### src/rtl/full_adder_if.sv
// rtl/full_adder_if.sv - operand/result bundle for the registered full adder
interface full_adder_if #(
  parameter int WIDTH = 1
);
  logic             in_valid;
  logic [WIDTH-1:0] a;
  logic [WIDTH-1:0] b;
  logic             cin;
  logic [WIDTH-1:0] sum;
  logic             cout;
  logic             overflow;
  logic             out_valid;

  modport master (
    output in_valid, a, b, cin,
    input  sum, cout, overflow, out_valid
  );

  modport slave (
    input  in_valid, a, b, cin,
    output sum, cout, overflow, out_valid
  );
endinterface

### src/rtl/full_adder.sv
// rtl/full_adder.sv - ripple-carry adder with registered sum, carry-out and signed overflow
module full_adder #(
  parameter int WIDTH = 1
) (
  input  logic       clk,
  input  logic       rst,
  full_adder_if.slave bus
);

  // c[i] is the carry into bit i; c[WIDTH] is the carry out of the MSB
  logic [WIDTH:0]   c;
  logic [WIDTH-1:0] s;

  assign c[0] = bus.cin;

  for (genvar i = 0; i < WIDTH; i++) begin : g_cell
    assign s[i]   = bus.a[i] ^ bus.b[i] ^ c[i];
    assign c[i+1] = (bus.a[i] & bus.b[i]) | (bus.a[i] & c[i]) | (bus.b[i] & c[i]);
  end

  // Result registers only load on accepted operands so they hold across idle cycles
  always_ff @(posedge clk or posedge rst) begin
    if (rst) begin
      bus.sum       <= '0;
      bus.cout      <= 1'b0;
      bus.overflow  <= 1'b0;
      bus.out_valid <= 1'b0;
    end else begin
      bus.out_valid <= bus.in_valid;
      if (bus.in_valid) begin
        bus.sum      <= s;
        bus.cout     <= c[WIDTH];
        bus.overflow <= c[WIDTH] ^ c[WIDTH-1];
      end
    end
  end

endmodule

### src/flat_wrapper.sv
// flat-port wrapper written by rule: the top's interface ports become plain ports
module full_adder_flat 
#(
  parameter int WIDTH = 1
)
  (clk, rst, bus_in_valid, bus_a, bus_b, bus_cin, bus_sum, bus_cout, bus_overflow, bus_out_valid);
  full_adder_if #(.WIDTH(WIDTH)) bus_i ();
  input  logic clk;
  input  logic rst;
  input wire logic [$bits(bus_i.in_valid)-1:0] bus_in_valid;
  input wire logic [$bits(bus_i.a)-1:0] bus_a;
  input wire logic [$bits(bus_i.b)-1:0] bus_b;
  input wire logic [$bits(bus_i.cin)-1:0] bus_cin;
  output wire logic [$bits(bus_i.sum)-1:0] bus_sum;
  output wire logic [$bits(bus_i.cout)-1:0] bus_cout;
  output wire logic [$bits(bus_i.overflow)-1:0] bus_overflow;
  output wire logic [$bits(bus_i.out_valid)-1:0] bus_out_valid;
  assign bus_i.in_valid = bus_in_valid;
  assign bus_i.a = bus_a;
  assign bus_i.b = bus_b;
  assign bus_i.cin = bus_cin;
  assign bus_sum = bus_i.sum;
  assign bus_cout = bus_i.cout;
  assign bus_overflow = bus_i.overflow;
  assign bus_out_valid = bus_i.out_valid;
  full_adder #(.WIDTH(WIDTH)) u_core (.clk(clk), .rst(rst), .bus(bus_i));
endmodule
### config.mk
export PLATFORM = sky130hd
export DESIGN_NAME = full_adder_flat
export DESIGN_NICKNAME = d
export VERILOG_FILES = /design/src/rtl/full_adder_if.sv /design/src/rtl/full_adder.sv /design/src/flat_wrapper.sv
export SDC_FILE = /design/constraint.sdc
export NUM_CORES = 1
export LEC_CHECK = 0
export ABC_AREA = 1
export ABC_CLOCK_PERIOD_IN_PS = 800
export CORE_AREA = 4 4 41 43
export DETAILED_ROUTE_END_ITERATION = 10
export DIE_AREA = 0 0 45 47
export GPL_TIMING_DRIVEN = 0
export PLACE_DENSITY = 0.41
export SLEW_MARGIN = 20
export SYNTH_ARGS = -nofsm -noshare
export SYNTH_HDL_FRONTEND = slang
export SYNTH_SLANG_ARGS = --single-unit
### constraint.sdc
create_clock -name clk -period 0.8 [get_ports clk]
set_clock_uncertainty 0.15 [all_clocks]
set_input_delay 0.08 -clock clk [delete_from_list [all_inputs] [get_ports clk]]
set_output_delay 0.08 -clock clk [all_outputs]
set_load 0.01 [all_outputs]
* Word-level counts from Yosys, hierarchy flattened
Cells that the tools add are included.
** Word-level totals
- Register bits :: 4
- Latch bits :: 0
- RAM bits :: 0
- ROM bits :: 0
- Bits of input ports :: 6
- Output and inout port bits :: 4
- Word-level logic and storage cells :: 12
- Memories :: 0
** Cells by class
- Add/sub/neg operators :: 0
- Multipliers :: 0
- Divide/modulo/power cells :: 0
- $lt $le $gt $ge :: 0
- Equality and inequality tests :: 0
- Shifts and indexed selects :: 0
- Mux-type cells :: 0
- Bitwise gates (word level) :: 8
- Reductions and logical operators :: 0
** Operators by type and width (number)
- $and A1 B1 Y1 :: 3
- $xor A1 B1 Y1 :: 3
- $or A1 B1 Y1 :: 2

* Depth between registers and ports, before layout
- Depth after elaboration :: 4
- Mapped depth :: 5
- Depth with buffers taken out :: 5

* Least setup slack after synthesis
OpenSTA, ideal clock, no wires.
- Path type :: in2reg
- From :: input bus_cin
- To :: register u_core.bus.overflow
- Library setup time :: 0.117 ns
- Arrival :: 0.709 ns
- Data required time :: 0.533 ns
- Path slack :: -0.177 ns
- Stages :: 5
- Buffers on the path :: 0
- Path through :: fa_1 > inv_1 > nand2_1 > nand3_1 > nand2_1
** Between the ends
- Longest elaborated chain between the ends :: 4
- Elaborated cells between the ends (all ways) :: 5
- Classes of those cells :: bitwise: 5
** RTL lines
- start, declared :: line flat_wrapper.sv:13 : input wire logic [$bits(bus_i.cin)-1:0] bus_cin;
- $and A1 B1 Y1 :: line full_adder.sv:18 : assign c[i+1] = (bus.a[i] & bus.b[i]) | (bus.a[i] & c[i]) | (bus.b[i] & c[i]);
- $or A1 B1 Y1 (2 in series) :: line full_adder.sv:18
- $xor A1 B1 Y1 (*) :: line full_adder.sv:33 : bus.overflow <= c[WIDTH] ^ c[WIDTH-1];
- end signal, assigned :: line full_adder.sv:33
- end, declared :: line full_adder_if.sv:21 : output sum, cout, overflow, out_valid
Every way passes the cells marked *; elsewhere a longest branch is shown, timed or not.
A chain may end at the register's enable or synchronous reset.

* Worst setup path in the final report
- From :: register u_core.bus.overflow
- To :: output bus_overflow
** RTL lines
- end, declared :: line flat_wrapper.sv:16 : output wire logic [$bits(bus_i.overflow)-1:0] bus_overflow;
No word-level cell between the ends.

==> flow_summary.yaml <==
clocking:
  clock-root-buffer: "clkbuf_4"
  cts.sinks: 4
  worstSkewPairLatency_ns: 0.23
  htreeDepth: 1
  cts_tree: "yes"
  clock_path_buffers: 2
  numCtsBuffers: 3
  path_clk_slew_ns: 0.04
power_and_ir_drop:
  p_comb_share_pct: 21.7
  p_int_uw: 463
  leakage_nw: 0.168
  powerDensity_nw_per_um2: 1970
  power_switching_uw: 141
  pwr-share-clk_pct: 39.6
  p_total_uw: 604
  seq_power_share_pct: 38.7
  vdd_drop_max_mv: 0.388
  switching_share_pct: 23.4
placement:
  io_buffers: 9
  dp_slack_ns: -0.648
  place_hpwl_um: 313
  globalplace.congestion: 0.582
critical_path:
  cp_num_buf_inv: 1
  worstRegToRegCells: 3
  cp_cell_sequence: "buf_2"
  critPathRequiredTime_ns: 0.57
  slowest_delay_ns: 0.36
  worstSetupPathType: "reg -> out"
  cpMaxStageDelayCell: "dfrtp_1"
  critPathTopFamily: "flip-flops"
  cp.arrival_ns: 0.73
  cp_max_fo: 2
  cp-end-kind: "primary output"
  crit_cells: 1
  cp-start-kind: "flip-flop"
drt:
  first_pass_iters: 4
  wl_per_cell_um: 7.53
  routed_wl_um: 369
  drtAntennaViolNets: 0
  routed_via_density: 3.27
  drc: 0
  drtIter0Drc: 3
  vias: 160
global_routing:
  grt.overflow.total: 0
  antenna_found_initial: 0
  grt_pass1_wl_um: 607
  grt_max_degree: 5
  grt_usage_pct: 4.37
  grt_pass1_vias: 180
timing:
  rsz0062_at_grt: "true"
  holdWs_ns: -0.119
  max_slew_margin_pct: 89.5
  drv_slew: 0
  setup_viol: 7
  post-route-period-util_pct: 120
  hold_viol: 5
  fin_ws_ns: -0.162
  tns_ns: -0.736
  fmax_ghz: 1.04
  post-route-min-period_ns: 0.962
  tightest_slew_ns: 0.157
yosys:
  synth.area.top_cells: "dfrtp_1, nand2_1, fa_1"
  async_flop_share_pct: 100
  yosys_warnings: 0
  ys_types: 7
  synth_top_area_share_pct: 57.1
  synth.most_common_cell: "nand2_1"
  synth_nets: 26
  synth-seq-cells: 4
  synth_largest_area_cell: "dfrtp_1"
  syn_inst: 19
  synth_area_sq_um: 175
  avgSynthCellArea_sq_um: 9.22
  ys_seq_area_share_pct: 57.1
  synth_commonest_cells: "nand2_1, dfrtp_1, inv_1"
  synth_enable_flop_cells: 0
  ys.flop_type: "dfrtp_1"
die:
  initial_core_util_pct: 13.5
  fp.dieH_um: 47
  die_width_um: 45
  core_area_sq_um: 1300
  die_area_sq_um: 2120
  rows: 13
  io_pins: 10
outcome:
  run_status: "finished, violations left"
  violations: "negative hold slack, negative setup slack"
min_path:
  hp-class: "in -> async"
cells_and_area:
  num-nets-final: 43
  nFillCells: 156
  synthToLayoutAreaGrowth_pct: 75.0
  ff_latch_area_sq_um: 100
  diodes: 0
  multi_input_area_sq_um: 67.6
  drive_gt1_share_pct: 52.9
run:
  maxCapViolations: 0
## power groups by stage
| stage | clock, mW | combinational, mW | sequential, mW |
|---|---|---|---|
| 2_1_floorplan | 0 | 0.0357 | 0.249 |
| 3_3_place_gp | 0 | 0.128 | 0.238 |
| 3_5_place_dp | 0 | 0.128 | 0.238 |
| 4_1_cts | 0.250 | 0.121 | 0.234 |
| 5_1_grt | 0.267 | 0.150 | 0.236 |
| 6_report | 0.239 | 0.131 | 0.234 |
## stage by stage
| stage | std cells | area [sq um] | utilization [%] |
|---|---|---|---|
| CTS | 48 | 294 | 22.6 |
| global route | 49 | 307 | 23.6 |
| detailed placement | 43 | 287 | 22.0 |
| global placement | 43 | 287 | 22.0 |
| floorplan | 19 | 178 | - |
| finish | 49 | 307 | 23.6 |
## cell type report
class                      count  share of cell area [%]
timing repair buffer          12                    26.9
multi-input combinational     11                    22.0
sequential                     4                    32.7
clock buffer                   3                    7.35
inverter                       4                    4.90
tap                           15                    6.12
## flip-flops by register name (all words and copies together) (netlist names)
signal,flops
u_core.bus.cout,1
u_core.bus.out_valid,1
u_core.bus.overflow,1
u_core.bus.sum,1
## cell families after synthesis
kind of cell | after synthesis | synth area share [%]
and+or+nand+nor | 9 | 20.0
buffers and inverters | 4 | 8.57
DFF | 4 | 57.1
AOI/OAI and AO/OA | 1 | 2.85
adders and majority gates | 1 | 11.4
## placed cells by master (no fill, tap or decap)
cell type,Yosys,final
nand2_1,8,6
buf_2,0,6
dfrtp_1,4,4
clkbuf_4,0,3
buf_4,0,3
inv_2,1,2
inv_1,3,2
nand2_2,0,2
nand3_1,1,1
o21ai_1,1,1
fa_2,0,1
buf_6,0,1
dlygate4sd2_1,0,1
clkdlybuf4s50_1,0,1
## metal layers
metal | global-route usage, % | up-vias | part of all wire (%)
met3 | 2.68 | 0 | 11
met5 | 0 | - | 0
met2 | 5.93 | 7 | 46
met1 | 4.16 | 67 | 43
li1 | - | 86 | -
met4 | 5.26 | 0 | 0
## worst paths after layout
kind                                         to                 from  slack (ns)
max                                bus_overflow  u_core.bus.overflow       -0.16
min                        u_core.bus.out_valid                  rst       -0.12
max reg2reg                     u_core.bus.cout      u_core.bus.cout       -0.05
min in group clk            u_core.bus.overflow              bus_cin       -0.02
max in group asynchronous        u_core.bus.sum                  rst        0.47
min reg2reg                      u_core.bus.sum       u_core.bus.sum        0.40
## timing repair
item | CTS | global route
pin swaps | 4 | 1
setup endpoints to repair | 7 | 7
gates resized for setup | 31 | 2
endpoints found under the hold margin | 5 | 4
setup buffers | 2 | 1
Note: power is estimated with default switching activity, not from simulation.
